--- src/rtl/six_digit_to_number_pkg.sv ---
// Shared constants, state encoding and character-class payload for the
// ASCII decimal field parser.
package six_digit_to_number_pkg;

  localparam int unsigned MAX_DIGITS_DEF = 6;
  localparam int unsigned OUT_W_DEF      = 32;
  localparam int unsigned CHAR_W         = 8;
  localparam int unsigned DIGIT_W        = 4;
  localparam int unsigned CNT_W          = 3;

  localparam logic [CHAR_W-1:0] ASCII_ZERO  = 8'h30;
  localparam logic [CHAR_W-1:0] ASCII_NINE  = 8'h39;
  localparam logic [CHAR_W-1:0] ASCII_SPACE = 8'h20;
  localparam logic [CHAR_W-1:0] ASCII_CR    = 8'h0D;
  localparam logic [CHAR_W-1:0] ASCII_LF    = 8'h0A;
  localparam logic [CHAR_W-1:0] ASCII_COMMA = 8'h2C;

  typedef enum logic [1:0] {
    ST_IDLE    = 2'd0,
    ST_ACCUM   = 2'd1,
    ST_DISCARD = 2'd2,
    ST_DONE    = 2'd3
  } state_t;

  // Classification of one received character
  typedef struct packed {
    logic               is_digit;
    logic               is_term;
    logic [DIGIT_W-1:0] value;
  } char_class_t;

endpackage

--- src/rtl/six_digit_to_number_ascii_to_number.sv ---
// Combinational character classifier: ASCII digit to 4-bit value plus
// digit/terminator flags (inverse of the number-to-ASCII helper).
module ascii_to_number
  import six_digit_to_number_pkg::*;
(
  input  logic [CHAR_W-1:0] i_char,
  output char_class_t       o_class_c
);

  always_comb begin
    o_class_c = '0;
    if ((i_char >= ASCII_ZERO) && (i_char <= ASCII_NINE)) begin
      o_class_c.is_digit = 1'b1;
      o_class_c.value    = DIGIT_W'(i_char - ASCII_ZERO);
    end
    o_class_c.is_term = (i_char == ASCII_SPACE) || (i_char == ASCII_CR) ||
                        (i_char == ASCII_LF)    || (i_char == ASCII_COMMA);
  end

endmodule

--- src/rtl/six_digit_to_number.sv ---
// Streaming ASCII decimal parser: accumulates up to MAX_DIGITS digits MSB
// first and emits the binary value (or an error) on a terminator.
module six_digit_to_number
  import six_digit_to_number_pkg::*;
#(
  parameter int unsigned MAX_DIGITS = MAX_DIGITS_DEF,
  parameter int unsigned OUT_W      = OUT_W_DEF
) (
  input  logic              clock,
  input  logic              reset_n,
  input  logic [CHAR_W-1:0] char_in,
  input  logic              char_valid,
  output logic              char_ready,
  output logic [OUT_W-1:0]  number,
  output logic [CNT_W-1:0]  digit_count,
  output logic              number_err,
  output logic              number_valid,
  input  logic              number_ready
);

  state_t             r_state;
  state_t             w_state_nxt;
  logic [OUT_W-1:0]   r_acc;
  logic [OUT_W-1:0]   w_acc_nxt;
  logic [CNT_W-1:0]   r_cnt;
  logic [CNT_W-1:0]   w_cnt_nxt;
  logic               r_err;
  logic               w_err_nxt;
  logic               r_char_ready;
  logic               w_char_ready_nxt;
  logic [OUT_W-1:0]   r_number;
  logic [OUT_W-1:0]   w_number_nxt;
  logic [CNT_W-1:0]   r_digit_count;
  logic [CNT_W-1:0]   w_digit_count_nxt;
  logic               r_number_err;
  logic               w_number_err_nxt;
  logic               r_number_valid;
  logic               w_number_valid_nxt;

  char_class_t        w_class;
  logic               w_char_fire;
  logic               w_cnt_full;
  logic [OUT_W-1:0]   w_acc_times10;

  ascii_to_number u_ascii_to_number (
    .i_char    (char_in),
    .o_class_c (w_class)
  );

  assign w_char_fire   = char_valid && r_char_ready;
  assign w_cnt_full    = (r_cnt >= CNT_W'(MAX_DIGITS));
  // acc*10 as two shifts and an add, no multiplier
  assign w_acc_times10 = (r_acc << 3) + (r_acc << 1);

  // State and datapath registers
  always_ff @(posedge clock or negedge reset_n) begin
    if (!reset_n) begin
      r_state        <= ST_IDLE;
      r_acc          <= '0;
      r_cnt          <= '0;
      r_err          <= 1'b0;
      r_char_ready   <= 1'b1;
      r_number       <= '0;
      r_digit_count  <= '0;
      r_number_err   <= 1'b0;
      r_number_valid <= 1'b0;
    end else begin
      r_state        <= w_state_nxt;
      r_acc          <= w_acc_nxt;
      r_cnt          <= w_cnt_nxt;
      r_err          <= w_err_nxt;
      r_char_ready   <= w_char_ready_nxt;
      r_number       <= w_number_nxt;
      r_digit_count  <= w_digit_count_nxt;
      r_number_err   <= w_number_err_nxt;
      r_number_valid <= w_number_valid_nxt;
    end
  end

  // Next-state logic
  always_comb begin
    w_state_nxt = r_state;
    case (r_state)
      ST_IDLE: begin
        if (w_char_fire) begin
          if (w_class.is_digit)     w_state_nxt = ST_ACCUM;
          else if (!w_class.is_term) w_state_nxt = ST_DISCARD;
        end
      end
      ST_ACCUM: begin
        if (w_char_fire) begin
          if (w_class.is_digit)     w_state_nxt = w_cnt_full ? ST_DISCARD : ST_ACCUM;
          else if (w_class.is_term) w_state_nxt = ST_DONE;
          else                      w_state_nxt = ST_DISCARD;
        end
      end
      ST_DISCARD: begin
        if (w_char_fire && w_class.is_term) w_state_nxt = ST_DONE;
      end
      ST_DONE: begin
        if (number_ready) w_state_nxt = ST_IDLE;
      end
      default: w_state_nxt = ST_IDLE;
    endcase
  end

  // Datapath and output next values
  always_comb begin
    w_acc_nxt          = r_acc;
    w_cnt_nxt          = r_cnt;
    w_err_nxt          = r_err;
    w_number_nxt       = r_number;
    w_digit_count_nxt  = r_digit_count;
    w_number_err_nxt   = r_number_err;
    w_number_valid_nxt = r_number_valid;
    w_char_ready_nxt   = (w_state_nxt != ST_DONE);
    case (r_state)
      ST_IDLE: begin
        if (w_char_fire) begin
          if (w_class.is_digit) begin
            w_acc_nxt = OUT_W'(w_class.value);
            w_cnt_nxt = CNT_W'(1);
          end else if (!w_class.is_term) begin
            w_err_nxt = 1'b1;
          end
        end
      end
      ST_ACCUM: begin
        if (w_char_fire) begin
          if (w_class.is_digit && !w_cnt_full) begin
            w_acc_nxt = w_acc_times10 + OUT_W'(w_class.value);
            w_cnt_nxt = r_cnt + CNT_W'(1);
          end else if (w_class.is_term) begin
            w_number_nxt       = r_acc;
            w_digit_count_nxt  = r_cnt;
            w_number_err_nxt   = 1'b0;
            w_number_valid_nxt = 1'b1;
          end else begin
            w_err_nxt = 1'b1;
          end
        end
      end
      ST_DISCARD: begin
        if (w_char_fire && w_class.is_term) begin
          w_number_nxt       = '0;
          w_digit_count_nxt  = '0;
          w_number_err_nxt   = r_err;
          w_number_valid_nxt = 1'b1;
        end
      end
      ST_DONE: begin
        // Result stays on the bus after the handshake; only valid drops
        if (number_ready) begin
          w_number_valid_nxt = 1'b0;
          w_acc_nxt          = '0;
          w_cnt_nxt          = '0;
          w_err_nxt          = 1'b0;
        end
      end
      default: begin
        w_err_nxt = 1'b0;
      end
    endcase
  end

  assign char_ready   = r_char_ready;
  assign number       = r_number;
  assign digit_count  = r_digit_count;
  assign number_err   = r_number_err;
  assign number_valid = r_number_valid;

endmodule
--- config.mk ---
export PLATFORM = sky130hd
export DESIGN_NAME = six_digit_to_number
export DESIGN_NICKNAME = d
export VERILOG_FILES = /design/src/rtl/six_digit_to_number_pkg.sv /design/src/rtl/six_digit_to_number_ascii_to_number.sv /design/src/rtl/six_digit_to_number.sv
export SDC_FILE = /design/constraint.sdc
export NUM_CORES = 1
export LEC_CHECK = 0
export ABC_AREA = 0
export BUFFER_PORTS_ARGS = -buffer_cell sky130_fd_sc_hd__buf_2
export CORE_MARGIN = 1.5
export CORE_UTILIZATION = 39
export CTS_CLUSTER_SIZE = 25
export DETAILED_ROUTE_END_ITERATION = 7
export HOLD_SLACK_MARGIN = 0.12
export PLACE_DENSITY = 0.56
export SLEW_MARGIN = 20
export SYNTH_ARGS = -nofsm -noshare
export SYNTH_HDL_FRONTEND = slang
export SYNTH_SLANG_ARGS = --single-unit
--- constraint.sdc ---
create_clock -name clock -period 5.3 [get_ports clock]
set_input_delay 0.53 -clock clock [delete_from_list [all_inputs] [get_ports clock]]
set_output_delay 0.53 -clock clock [all_outputs]
set_load 0.02 [all_outputs]
======== Yosys cells after proc, flatten, opt, wreduce, memory -nomap -nowiden ========
Cells that the tools add are included.
operators by class
  add/subtract/negate cells ............... 4
  multiply operators ...................... 0
  div/mod/pow operators ................... 0
  order comparisons ....................... 3
  equal/unequal tests ..................... 17
  shift operators ......................... 0
  muxes and demuxes ....................... 51
  bitwise gates (word level) .............. 0
  reduce and logical (&&, ||, !) cells .... 16
operator list
  cell                 number
  $mux 32              9
  $pmux 32 s3          1
  $pmux 32 s2          1
  $add 32x32->32       1
  $add 32x4->32        1
  $mux 3               9
  $ne 2x2->1 const B   10
  $reduce_and 6->1     3
  $eq 8x4->1 const B   2
  $eq 8x6->1 const B   2
  $mux 1               16
  $mux 2               8
  $pmux 3 s3           1
  $ge 8x6->1 const B   1
  $le 8x6->1 const B   1
  $pmux 2 s4           1
  $pmux 1 s3           2
  $pmux 3 s2           1
  $reduce_bool 3->1    2
  $reduce_and 5->1     1
  $eq 2x2->1 const B   2
  $logic_and 1x1->1    4
  $mux 4               1
  $sub 4x1->4 const B  1
  other kinds (8)      10
storage, ports and cells
  flip-flop bits (word level) ............. 76
  latch bits .............................. 0
  memory bits (writable) .................. 0
  ROM bits ................................ 0
  output and inout port bits .............. 38
  word-level logic and storage cells ...... 100
  memories ................................ 0

======== Longest topological paths before layout ========
Gate-level depths: netlist of the first run.
  depth in word-level cells ............... 9
  depth in mapped cells ................... 14

======== By module ========
Synthesis of the first run repeated with hierarchy kept, for this count alone.
unflattened totals
  cell total of the unflattened synthesis .. 605
  area total of the unflattened synthesis .. 5,243.8 µm²
modules (own cells, without submodules)
  module               instances  cells an instance  area each (µm²)
  six_digit_to_number  1          587                5,113.7
  ascii_to_number      1          18                 130.1

======== Worst setup path after synthesis of the first run ========
Ideal clock, no wire load.
  kind .................................... input-to-reg
  start point ............................. input port char_in[7]
  end point ............................... register r_acc[30]
  library setup time ...................... 68 ps
  data arrival time ....................... 3,357 ps
  required time ........................... 5,232 ps
  setup slack ............................. 1,876 ps
  stages on the path ...................... 13
  cell sequence ........................... nor2_1 > and4_1 > buf_2 > nand2_1 > fa_1 > fa_1 > nor2b_1 > o21bai_1 > a31oi_1 > a21oi_2 > or4_1 > nand4_1 > a22o_1
between the ends
  word-level cells in the longest chain between the ends .. 7
  elaborated cells on any way between the ends .. 13
ends and longest elaborated chain
  item                                             line                                       source
  start: declaration                               six_digit_to_number.sv:11                  input logic [CHAR_W-1:0] char_in,
  $ge 8x6->1 / $le 8x6->1 (equally long branches)  six_digit_to_number_ascii_to_number.sv:12  if ((i_char >= ASCII_ZERO) && (i_char <= ASCII_NINE)) begin
  $logic_and 1x1->1 *                              six_digit_to_number_ascii_to_number.sv:12
  $mux 4                                           six_digit_to_number_ascii_to_number.sv:12
  $add 32x4->32                                    six_digit_to_number.sv:131                 w_acc_nxt = w_acc_times10 + OUT_W'(w_class.value);
  $mux 32                                          six_digit_to_number.sv:130                 if (w_class.is_digit && !w_cnt_full) begin
  $mux 32                                          six_digit_to_number.sv:129                 if (w_char_fire) begin
  $pmux 32 s3                                      six_digit_to_number.sv:117                 case (r_state)
  end signal: assignment                           six_digit_to_number.sv:69                  r_acc <= w_acc_nxt;
  end: declaration                                 six_digit_to_number.sv:23                  logic [OUT_W-1:0] r_acc;
Mark *: on every way between the ends. The rest lies on a longest branch, timed or not. The select of a mux whose other input is x is not followed.
A chain may end at the register's enable or synchronous reset.

======== Final worst setup path of the first run ========
Same ends and word-level chain as after synthesis.

==> results of run 1 <==
-- registers in the layout, indices dropped and copies added (netlist names) --
register and flops:
r_err 1, char_ready 1, digit_count 3, number_err 1, number 32, r_cnt 3
number_valid 1, r_state 2, r_acc 32
-- metrics by stage --
stage               setup slack (ps)  util, %  power (mW)
finish                          1600     45.1        1.45
global route                    1410     45.1        1.52
CTS                             1640     45.1        1.47
detailed placement              1280     42.8       0.839
global placement                1400     42.8       0.839
floorplan                       1880        -       0.768
-- cell usage in the layout, fill, tap and decap left out, types with 3 or more instances in the layout --
cell       netlist  routed
nand2_1        127     126
nor2_1          26      26
o21ai_0         37      37
nor4_1           4       4
o21a_1           4       4
xor2_1           8       8
and3_1           5       5
a22o_1           3       3
dfrtp_1         75      75
nand3_1         12      12
ha_1            60      60
clkbuf_16        0       9
buf_2           15      48
nand2b_1         3       3
a211oi_1        10      10
a21oi_2          3       3
or2_2            3       3
a32o_1           4       4
nand4_1          9       9
and2_1           3       3
xnor2_1         16      16
buf_4            0       3
o31ai_1          8       8
a21o_1          12      12
a211o_1          4       4
o211ai_1         6       6
o21ai_1         45      45
a21oi_1         27      27
inv_1           20      20
nor3_1           9       9
-- routing by layer --
| metal | vias to the layer above | global-route usage (%) |
|---|---|---|
| li1 | 2286 | - |
| met1 | 2149 | 27.6 |
| met2 | 95 | 29.5 |
| met3 | 17 | 4.04 |
| met4 | 0 | 5.88 |
| met5 | - | 0 |
-- critical path: cells and delay by family --
kind	cells	cell delay, ps
AND/OR/NAND/NOR	6	1420
adder cells (fa/ha/maj)	2	970
buffers and inverters	1	110
AO/OA/AOI/OAI	4	950
-- layout make-up --
type / count / share of cell area, %
clock inverters: 7 / 1.23
well taps: 176 / 3.67
inverters: 21 / 1.31
multi-input cells: 488 / 53.7
repair buffers: 52 / 4.57
clock buffers: 9 / 3.76
flip-flops and latches: 76 / 31.7
-- cells by family after synthesis --
family          Yosys count
compound gates          185
fa+ha+maj                62
simple gates            216
flops                    76
buf+inv                  50
mux                       1
xor+xnor                 24
-- synthesized netlist by cell type, types with 9 or more instances --
cell type,n
dfrtp_1,75
buf_2,15
ha_1,60
o21ai_1,45
a21o_1,12
nand2_1,127
nor3_1,9
xnor2_1,16
nand4_1,9
a211oi_1,10
clkbuf_1,12
nor2_1,26
nand3_1,12
inv_1,20
a21oi_1,27
o21ai_0,37
-- where the power goes --
part           switching, mW  internal [mW]  total [mW]  leakage (nW)
Clock                  0.254          0.367       0.621         0.146
Combinational          0.146         0.0481       0.194          1.66
Sequential            0.0314          0.605       0.636          1.05
-- worst min-delay path by stage --
| stage | start | endpoint | slack [ps] | cells after the start |
|---|---|---|---|---|
| 2_1_floorplan | reset_n | digit_count[0] | 230 | 0 |
| 3_3_place_gp | digit_count[0] | digit_count[0] | 460 | 2 |
| 3_5_place_dp | digit_count[0] | digit_count[0] | 470 | 2 |
| 4_1_cts | reset_n | r_err | 390 | 1 |
| 5_1_grt | reset_n | number_valid | 280 | 1 |
| 6_report | reset_n | r_err | 190 | 1 |
==> summary.txt, run 1 <==
Floorplan
  – Starting Density: 40.0%
  – Ports: 50
  – Core Region: approximately 0.013 mm²
  – Rows: 42
  – Die X: 120 µm
  – Die Y: 120 µm
  – Die footprint: ~0.014 mm²

Clocking
  – CTS Buffer Depth: 2
  – Clock sinks: 76
  – Total clock buffers created by CTS: 9
  – Clock transition at the registers of the reported paths: approximately 60 ps
  – H-tree depth: 3
  – # hold bufs at CTS: 0
  – CTS tree: yes
  – Clk_lat worst skew: between 300 and 400 ps
  – Post-CTS setup buffers: 0
  – Number of gates resized after cts: 0
  – Root buf cell: clkbuf_16

Critical path
  – Largest stage delay, worst path: 500 ps
  – CP Launch Point: char_in[7]
  – Worst path arrival time: 3980 ps
  – Crit-path cells: buf_2, nor2_1, and4_1, nand2_1, fa_1, fa_1, nor2b_1, o21bai_1, a31oi_1, a21oi_2, or4_1, nand4_1, a22o_1
  – Slowest-stage cell, CP: a31oi_1
  – R2R Setup Slk: approximately 2000 ps
  – Critical path capture point type: flop
  – FF-to-FF End: r_acc[30]
  – Crit path launch type: primary input
  – Crit path capture: r_acc[30]
  – Reg-to-reg critical path startpoint: r_acc[0]
  – Worst R2R Path Depth: 10
  – Crit path kind: in -> reg
  – Critical Path RT: roughly 5600 ps
  – Crit path top cell by count: fa_1
  – Max Fanout on Critical Path: 6

Yosys
  – Largest family of logic cells by synthesized area: compound AO/OA/AOI/OAI gates
  – Post-Syn Instances: slightly above 600
  – #FFs+latches synth: 76
  – Syn Std Cell Area: 0.00532 mm²
  – Dominant cell type by area after synthesis: dfrtp_1
  – Count of different cell masters after synthesis: 63
  – Mapped Avg Cell Area: roughly 8.7 µm²
  – EDFF count, synth: 0
  – Post-Synth Adder-Cell Area: between 10 and 15%
  – Synth Net Count: 688
  – Top_reg_cell synth: dfrtp_1
  – Synth Area in Simple Gates: 18.6%
  – Synth Warn #: 0
  – Synth Area in Compound Gates: 22.8%
  – Multiplexer share of the synthesized area: 0.188%
  – Synth Area in XOR/XNOR: under 10%
  – Top-area cell type share of the netlist area: 35.3%
  – Synth area leaders: dfrtp_1, ha_1, nand2_1
  – Sequential area share after synthesis: 35.8%
  – Ys async rst share: 100%

Timing
  – Slew @ Worst Pin: 988 ps
  – Minimum clock period: about 3700 ps
  – Setup Skew: 7.64 ps
  – Normalized max-slew margin: 33.7%
  – Fmax achieved: approximately 270 MHz
  – Hold_ws: 190 ps
  – Final Hold Fails: 0
  – Final setup vio count: 0
  – Unrepaired setup endpoints after global routing: false
  – Max-slew violation count: 0
  – Setup TNS: 0 ps
  – Final period util: 69.9%

Place
  – Cells after DPL: 813
  – GPL Wtd Cong: 0.880
  – Buffers on Ports: 49
  – HPWL after DPL: 9.85 mm
  – Placed Area: approximately 0.0057 mm²

Cells and area
  – Area delta synth->final: 12.8%
  – Final Cell Area: 0.00600 mm²
  – Total Nets Final: ~720
  – ANT cells: 0
  – Layout cell share with drive strength beyond 1: between 10% and 20%
  – Non-filler cells, final: ~830
  – Area of the multi-input gates: 0.00322 mm²
  – # fillers: 1338
  – Storage element area: between 0.0015 and 0.002 mm²

Global routing
  – First-pass GRT wire length: between 20 and 25 mm
  – Vias in the first global route: 4347
  – Global Route Usage Sum: 19.3%
  – Antenna violations before repair: 0
  – Total grt overflow: 0
  – Largest net degree at the start of global routing: 77

Route
  – Top layer reached by signal wires: met4
  – DRC: 0
  – Vias post-DR: 4547
  – ANT nets after route: 0
  – DR WL met2: ~5.8 mm
  – M1 wire length: 6.50 mm
  – DRT Pass-1 Iters: 6
  – DRT iter0 DRCs: 228
  – Metal3 WL: just under 600 µm
  – WL/cell: 15.8 µm
  – Vias/cell: about 5.5
  – Routed WL: 13.1 mm

Flow run
  – Max-cap violation count: 0

Power and ir drop
  – Worst VDD drop: about 0.18 mV
  – Pleak: 2.85 nW
  – PwrDens: between 200 and 250 mW/mm²

Run status
  – Status: complete, no violations

Min path
  – Hold WC Path Type: in -> async
Power figures use the tool's default switching activity.
==> run 2, diff against run 1 <==
Settings changed: ABC_AREA 0 to 1.
Clock period 5.3 ns to 3.65 ns, I/O delays scaled along.
==> run 2 against run 1 <==
  * Combinational power rose to 3.3 times the previous value
  * Hold slack worse by 110 ps
  * Flip-flop and latch count is the same
  * Largest power group unchanged
  * Sequential power rose by 48%
  * Sequential share of layout area shrank 2.6 points
==> summary.txt, run 2 <==
Clocking
  – # hold bufs at CTS: 0 (unchanged)
  – Clk_lat worst skew: 350 ps (about the same)
  – Total clock buffers created by CTS: 9 (unchanged)
  – CTS Buffer Depth: 2 (unchanged)
  – CTS tree: yes (unchanged)
  – Clock transition at the registers of the reported paths: 60 ps (about the same)
  – Clock sinks: 76 (unchanged)
  – H-tree depth: 3 (unchanged)
  – Root buf cell: clkbuf_16 (unchanged)
  – Post-CTS setup buffers: 0 (unchanged)
  – Number of gates resized after cts: 0 (unchanged)

Floorplan
  – Starting Density: 40.0% (about the same)
  – Rows: 44 (was 42)
  – Core Region: 0.0146 mm² (was 0.0133 mm²)
  – Die X: 125 µm (was 120 µm)
  – Die footprint: 0.0157 mm² (was 0.0143 mm²)
  – Ports: 50 (unchanged)
  – Die Y: 125 µm (was 120 µm)

Run status
  – Status: complete, no violations (unchanged)

Route
  – WL/cell: 14.1 µm (was 15.8 µm)
  – Vias post-DR: 5322 (was 4547)
  – ANT nets after route: 0 (unchanged)
  – DRT iter0 DRCs: 313 (was 228)
  – DRT Pass-1 Iters: 5 (was 6)
  – Routed WL: 15.3 mm (was 13.1 mm)
  – Vias/cell: 4.89 (was 5.48)
  – DRC: 0 (unchanged)

Yosys
  – Syn Std Cell Area: 0.00584 mm² (was 0.00532 mm²)
  – Top_reg_cell synth: dfrtp_1 (unchanged)
  – Synth Net Count: 927 (was 688)
  – Dominant cell type by area after synthesis: dfrtp_1 (unchanged)
  – Synth area leaders: dfrtp_1, nand2_1, ha_1 (was dfrtp_1, ha_1, nand2_1)
  – Post-Syn Instances: 853 (was 614)
  – Most frequent cell after synthesis: nand2_1 (unchanged)
  – Synth Warn #: 0 (unchanged)
  – Count of different cell masters after synthesis: 35 (was 63)
  – Mapped Avg Cell Area: 6.84 µm² (was 8.66 µm²)
  – Ys async rst share: 100% (unchanged)
  – EDFF count, synth: 0 (unchanged)
  – Top-area cell type share of the netlist area: 32.2% (was 35.3%)
  – Sequential area share after synthesis: 32.6% (was 35.8%)
  – Top cells by count, synth: nand2_1, inv_1, dfrtp_1, ha_1, nor2_1 (was nand2_1, dfrtp_1, ha_1, o21ai_1, o21ai_0)
  – #FFs+latches synth: 76 (unchanged)

Power and ir drop
  – Sw Share: 36.3% (was 29.7%)
  – Combinational share of power: 25.8% (was 13.4%)
  – Clk pwr share: 36.2% (was 42.8%)
  – Pleak: 3.72 nW (was 2.85 nW)
  – Worst VDD drop: 0.253 mV (was 0.180 mV)
  – Reg power frac: 38.0% (was 43.9%)
  – Internal power: 1.58 mW (was 1.02 mW)
  – Design Power: 2.47 mW (was 1.45 mW)
  – Sw Pwr: 0.897 mW (was 0.431 mW)
  – PwrDens: 379 mW/mm² (was 242 mW/mm²)

Timing
  – Setup Skew: 7.66 ps (was 7.64 ps)
  – Max-slew violation count: 0 (unchanged)
  – Minimum clock period: between 2000 and 3000 ps
  – Setup TNS: 0 ps (unchanged)
  – Slew @ Worst Pin: 761 ps (was 988 ps)
  – Final period util: 75.0%
  – Fmax achieved: 365 MHz
  – Normalized max-slew margin: 49.3% (was 33.7%)
  – Final Hold Fails: 0 (unchanged)
  – Hold_ws: 84.6 ps (was 190 ps)
  – Final setup vio count: 0 (unchanged)
  – Unrepaired setup endpoints after global routing: false (unchanged)

Flow run
  – Max-cap violation count: 0 (unchanged)

Critical path
  – Crit path kind: in -> reg (unchanged)
  – Critical path capture point type: flop (unchanged)
  – R2R Setup Slk: 1070 ps (was 2040 ps)
  – Crit path launch type: primary input (unchanged)
  – Worst path arrival time: 2980 ps (was 3980 ps)
  – Critical Path RT: 3890 ps (was 5580 ps)
  – Max Fanout on Critical Path: 6 (unchanged)

Cells and area
  – Final Core Density: 44.7% (was 45.1%)
  – Most frequent cells in the layout: nand2_1, inv_1, dfrtp_1, ha_1, nor2_1 (was nand2_1, dfrtp_1, ha_1, buf_2, o21ai_1)
  – Storage element area: 0.00190 mm² (unchanged)
  – Layout cell share with drive strength beyond 1: 10.6% (was 13.9%)
  – # fillers: 1557 (was 1338)
  – Area of the multi-input gates: 0.00337 mm² (was 0.00322 mm²)
  – Total Nets Final: 974 (was 722)
  – Leading cell type in the layout, fill and taps excluded: nand2_1 (unchanged)
  – Area delta synth->final: 11.7% (was 12.8%)
  – Final Cell Area: 0.00652 mm² (was 0.00600 mm²)
  – ANT cells: 0 (unchanged)

Global routing
  – Global Route Usage Sum: 20.8% (was 19.3%)
  – Total grt overflow: 0 (unchanged)
  – Antenna violations before repair: 0 (unchanged)
  – Largest net degree at the start of global routing: 73 (was 77)
  – Vias in the first global route: 5271 (was 4347)
  – First-pass GRT wire length: 26.1 mm (was 21.9 mm)

Place
  – Buffers on Ports: 49 (unchanged)
  – Placed Area: 0.00623 mm² (was 0.00569 mm²)
  – HPWL after DPL: 11.9 mm (was 9.85 mm)
  – GPL Wtd Cong: 0.903 (was 0.880)

Min path
  – Hold WC Path Type: in -> async (unchanged)
run 2: cell types whose count changed after synthesis, sizes merged, moves of 5 or more:
cell    change
nand2     +211
inv       +103
nand3      +36
nor2       +34
o21ai      -20
a21o       -12
a211oi     -11
clkbuf      -9
o31ai       -8
o211ai      -6
xor2        -6
and3        -5
buf         -5
nor4        -5
run 2: through the flow:
step	std cells	setup WS, ps
floorplan	853	1030
global placement	1073	643
detailed placement	1073	553
CTS	1088	914
global route	1088	644
finish	1088	911
run 2: critical path, stage by stage:
cell and delay (ps):
buf_2 100, nor2_1 130, nand3_2 110, nor2_4 180
nand2_1 110, fa_1 490, fa_1 480, inv_1 100
nand3_1 70, nand3_1 230, nand2_1 100, nand3_1 160
nand2_1 100, nand2_1 80, nand2_1 40, nand3_1 60
nand2_1 60
run 2: metal layers:
metal | wire, µm | global-route usage [%] | part of all wire [%]
met1 | 7550 | 27.7 | 49
met2 | 6890 | 33.8 | 45
met3 | 571 | 4.11 | 3.7
met4 | 300 | 6.82 | 2.0
met5 | 0 | 0 | 0
run 2: power groups by stage:
stage               Clock [mW]  Sequential [mW]  Combinational (mW)
CTS                      0.921            0.940               0.649
finish                   0.894            0.940               0.639
global placement             0            0.955               0.650
floorplan                    0            0.966               0.492
detailed placement           0            0.956               0.648
global route             0.957            0.946               0.714
run 2: cell families (layout without fill, tap and decap cells):
group,Yosys count,after routing,synth area share [%]
flops,76,76,32.6
simple gates,464,464,33.0
fa+ha+maj,62,62,13.6
xor+xnor,14,14,2.10
buf+inv,139,190,9.67
compound gates,98,98,9.09
run 2: layout make-up:
| type | instances | share of cell area [%] |
|---|---|---|
| clock inverters | 6 | 0.979 |
| flip-flops and latches | 76 | 29.2 |
| inverters | 124 | 7.18 |
| repair buffers | 51 | 4.03 |
| clock buffers | 9 | 3.45 |
| multi-input cells | 638 | 51.7 |
| well taps | 184 | 3.53 |
run 2: worst paths after layout:
| path | from | to | cells past startpoint |
|---|---|---|---|
| min in group clock | number_ready | r_err | 4 |
| max in group asynchronous | reset_n | number[22] | 2 |
| min | reset_n | number[2] | 1 |
| max | char_in[7] | r_acc[30] | 17 |
| max reg2reg | r_acc[0] | r_acc[30] | 13 |
| min reg2reg | number_valid | number_valid | 2 |
==> run 3, diff against run 2 <==
Clock period 3.65 ns to 2.8 ns, I/O delays scaled along.
==> run 3 against run 2 <==
  * First-iteration DRC count shrank 1.3%
  * Total power up 34%
  * Clock power rose by 42%
  * Final cell count rose by 1.3%
  * Clock skew increased by 3.0 ps
  * Critical path depth stayed put
  * Flip-flop and latch count unchanged
  * Wire length is 0.55% higher
  * Critical endpoint is now r_acc[24]
  * Largest cell class unchanged
  * Highest routed layer unchanged
==> summary.txt, run 3 (same netlist as run 2, synthesis figures left out) <==
Timing
  – Setup Skew: 10.7 ps (was 7.66 ps)
  – Max-slew violation count: 0 (unchanged)
  – Hold_ws: 255 ps (was 84.6 ps)
  – Final Hold Fails: 0 (unchanged)
  – Unrepaired setup endpoints after global routing: false (unchanged)
  – Final setup vio count: 0 (unchanged)
  – Fmax achieved: 404 MHz
  – Setup TNS: 0 ps (unchanged)
  – Minimum clock period: 2470 ps
  – Normalized max-slew margin: 51.5% (was 49.3%)
  – Final period util: 88.3%
  – Slew @ Worst Pin: 726 ps (was 761 ps)

Min path
  – Hold Path Stages: 3
  – Hold path start: char_in[0]
  – Worst Hold Path EP: r_acc[0]
  – Hold WC Path Type: in -> reg (was in -> async)

Power and ir drop
  – Worst VDD drop: 0.321 mV (was 0.253 mV)
  – Clk pwr share: 38.1% (was 36.2%)
  – Sw Pwr: 1.18 mW (was 0.897 mW)
  – Reg power frac: 36.9% (was 38.0%)
  – Combinational share of power: 25.1% (was 25.8%)
  – Pleak: 3.81 nW (was 3.72 nW)
  – Internal power: 2.15 mW (was 1.58 mW)
  – PwrDens: 499 mW/mm² (was 379 mW/mm²)
  – Design Power: 3.32 mW (was 2.47 mW)
  – Sw Share: 35.4% (was 36.3%)

Clocking
  – H-tree depth: 3 (unchanged)
  – CTS tree: yes (unchanged)
  – Number of gates resized after cts: 0 (unchanged)
  – Post-CTS setup buffers: 0 (unchanged)
  – CTS Buffer Depth: 2 (unchanged)
  – Total clock buffers created by CTS: 9 (unchanged)
  – Clock transition at the registers of the reported paths: 60 ps (about the same)
  – Clk_lat worst skew: 350 ps (about the same)
  – Clock sinks: 76 (unchanged)
  – Root buf cell: clkbuf_16 (unchanged)

Run status
  – Status: complete, no violations (unchanged)

Floorplan
  – Ports: 50 (unchanged)
  – Die X: 125 µm (unchanged)
  – Core Region: 0.0146 mm² (unchanged)
  – Starting Density: 40.0% (unchanged)
  – Rows: 44 (unchanged)
  – Die Y: 125 µm (unchanged)
  – Die footprint: 0.0157 mm² (unchanged)

Place
  – HPWL after DPL: 11.9 mm (about the same)
  – GPL Wtd Cong: 0.883 (was 0.903)
  – Buffers on Ports: 49 (unchanged)

Critical path
  – Crit path kind: in -> reg (unchanged)
  – Critical path capture point type: flop (unchanged)
  – Crit-path cells: buf_2, nor2_1, nand3_2, nor2_4, nand2_1, fa_1, fa_1, inv_1, nand3_1, nand3_1, nand2_1, nand2_1, nand2_1, nand3_1, nand2_1, nand3_1, nand2_1 (was buf_2, nor2_1, nand3_2, nor2_4, nand2_1, fa_1, fa_1, inv_1, nand3_1, nand3_1, nand2_1, nand3_1, nand2_1, nand2_1, nand2_1, nand3_1, nand2_1)
  – Max Fanout on Critical Path: 5 (was 6)
  – FF-to-FF End: r_acc[24] (was r_acc[30])
  – R2R Setup Slk: 330 ps (was 1070 ps)
  – Crit path launch type: primary input (unchanged)
  – Delay-heaviest family, CP: simple AND/OR/NAND/NOR gates (unchanged)
  – Largest stage delay, worst path: 490 ps (about the same)
  – Critical Path RT: 3030 ps (was 3890 ps)
  – Reg-to-reg critical path startpoint: r_acc[0] (unchanged)
  – Worst path arrival time: 2710 ps (was 2980 ps)
  – Count of buffer and inverter cells on the critical path: 2 (unchanged)
  – Crit path top cell by count: nand2_1 (unchanged)
  – Slowest-stage cell, CP: fa_1 (unchanged)
  – Worst R2R Path Depth: 13 (unchanged)

Route
  – DRC: 0 (unchanged)
  – Routed WL: 15.4 mm (was 15.3 mm)
  – ANT nets after route: 0 (unchanged)
  – Vias/cell: 4.81 (was 4.89)
  – WL/cell: 14.0 µm (was 14.1 µm)
  – DRT Pass-1 Iters: 5 (unchanged)
  – Vias post-DR: 5299 (was 5322)
  – DRT iter0 DRCs: 309 (was 313)

Cells and area
  – Area delta synth->final: 14.1% (was 11.7%)
  – Area of the multi-input gates: 0.00337 mm² (unchanged)
  – Storage element area: 0.00190 mm² (unchanged)
  – Most frequent cells in the layout: nand2_1, inv_1, dfrtp_1, ha_1, nor2_1 (unchanged)
  – ANT cells: 0 (unchanged)
  – Leading cell type in the layout, fill and taps excluded: nand2_1 (unchanged)
  – Total Nets Final: 988 (was 974)
  – Layout cell share with drive strength beyond 1: 11.9% (was 10.6%)
  – # fillers: 1531 (was 1557)

Global routing
  – Vias in the first global route: 5238 (was 5271)
  – Antenna violations before repair: 0 (unchanged)
  – Largest net degree at the start of global routing: 77 (was 73)
  – First-pass GRT wire length: 26.0 mm (was 26.1 mm)
  – Total grt overflow: 0 (unchanged)
  – Global Route Usage Sum: 20.7% (was 20.8%)

Flow run
  – Max-cap violation count: 0 (unchanged)
[run 3: cell count changes in the layout (fill, tap and decap cells not counted)]
cell | before | now
dlygate4sd3_1 | 0 | 1
clkinv_2 | 2 | 1
clkinvlp_4 | 2 | 1
clkinv_4 | 0 | 2
buf_4 | 3 | 15
bufinv_16 | 1 | 2
inv_6 | 1 | 0
buf_6 | 0 | 1
[run 3: how the worst max path moves through the flow]
stage                          start         to  slack [ps]  cells after the start
final                     char_in[7]  r_acc[24]         330                     17
after global routing      char_in[7]  r_acc[24]          10                     20
after detailed placement  char_in[7]  r_acc[24]         -10                     17
after global placement    char_in[7]  r_acc[24]           8                     17
after CTS                   r_acc[2]  r_acc[24]         330                     13
after floorplan           char_in[7]  r_acc[24]         270                     16
[run 3: worst reg2reg max path, delay by kind of cell, from the launching register on]
family	cells	cell delay, ps
adder cells (fa/ha/maj)	2	990
buffers and inverters	2	180
flip-flops	1	380
AND/OR/NAND/NOR	9	800
[run 3: cell type report]
cell class / instances / share of cell area [%]
Clock buffer: 9 / 3.38
Clock inverter: 6 / 1.35
Inverter: 124 / 7.03
Multi-Input combinational cell: 638 / 50.6
Sequential cell: 76 / 28.6
Tap cell: 184 / 3.46
Timing Repair Buffer: 65 / 5.62
[run 3: per-layer routing]
metal	routed length [µm]	track usage, %	up-vias	part of all wire (%)
met1	7670	28.4	2362	50
met2	6740	33.0	108	44
met4	337	7.29	0	2.2
li1	-	-	2807	-
met3	648	3.85	22	4.2
met5	0	0	-	0
[run 3: metrics by stage]
| step | setup slack (ps) | util [%] | instances | cell area [µm²] |
|---|---|---|---|---|
| detailed placement | -13.1 | 43.4 | 1086 | 6330 |
| finish | 327 | 45.6 | 1102 | 6660 |
| global route | 12.8 | 45.6 | 1102 | 6660 |
| global placement | 8.12 | 43.4 | 1086 | 6330 |
| CTS | 332 | 45.5 | 1101 | 6650 |
| floorplan | 267 | - | 853 | 5840 |
[run 3: power groups by stage]
stage               logic, mW  clock network (mW)  registers (mW)
floorplan               0.641                   0            1.26
CTS                     0.851                1.30            1.23
detailed placement      0.849                   0            1.25
global route            0.939                1.33            1.23
global placement        0.850                   0            1.24
finish                  0.834                1.27            1.23
[run 3: repair_timing]
| item | CTS | global route |
|---|---|---|
| endpoints found under the hold margin | 0 | 75 |
| hold buffers | 0 | 1 |
| endpoints found under the setup margin | 0 | 0 |
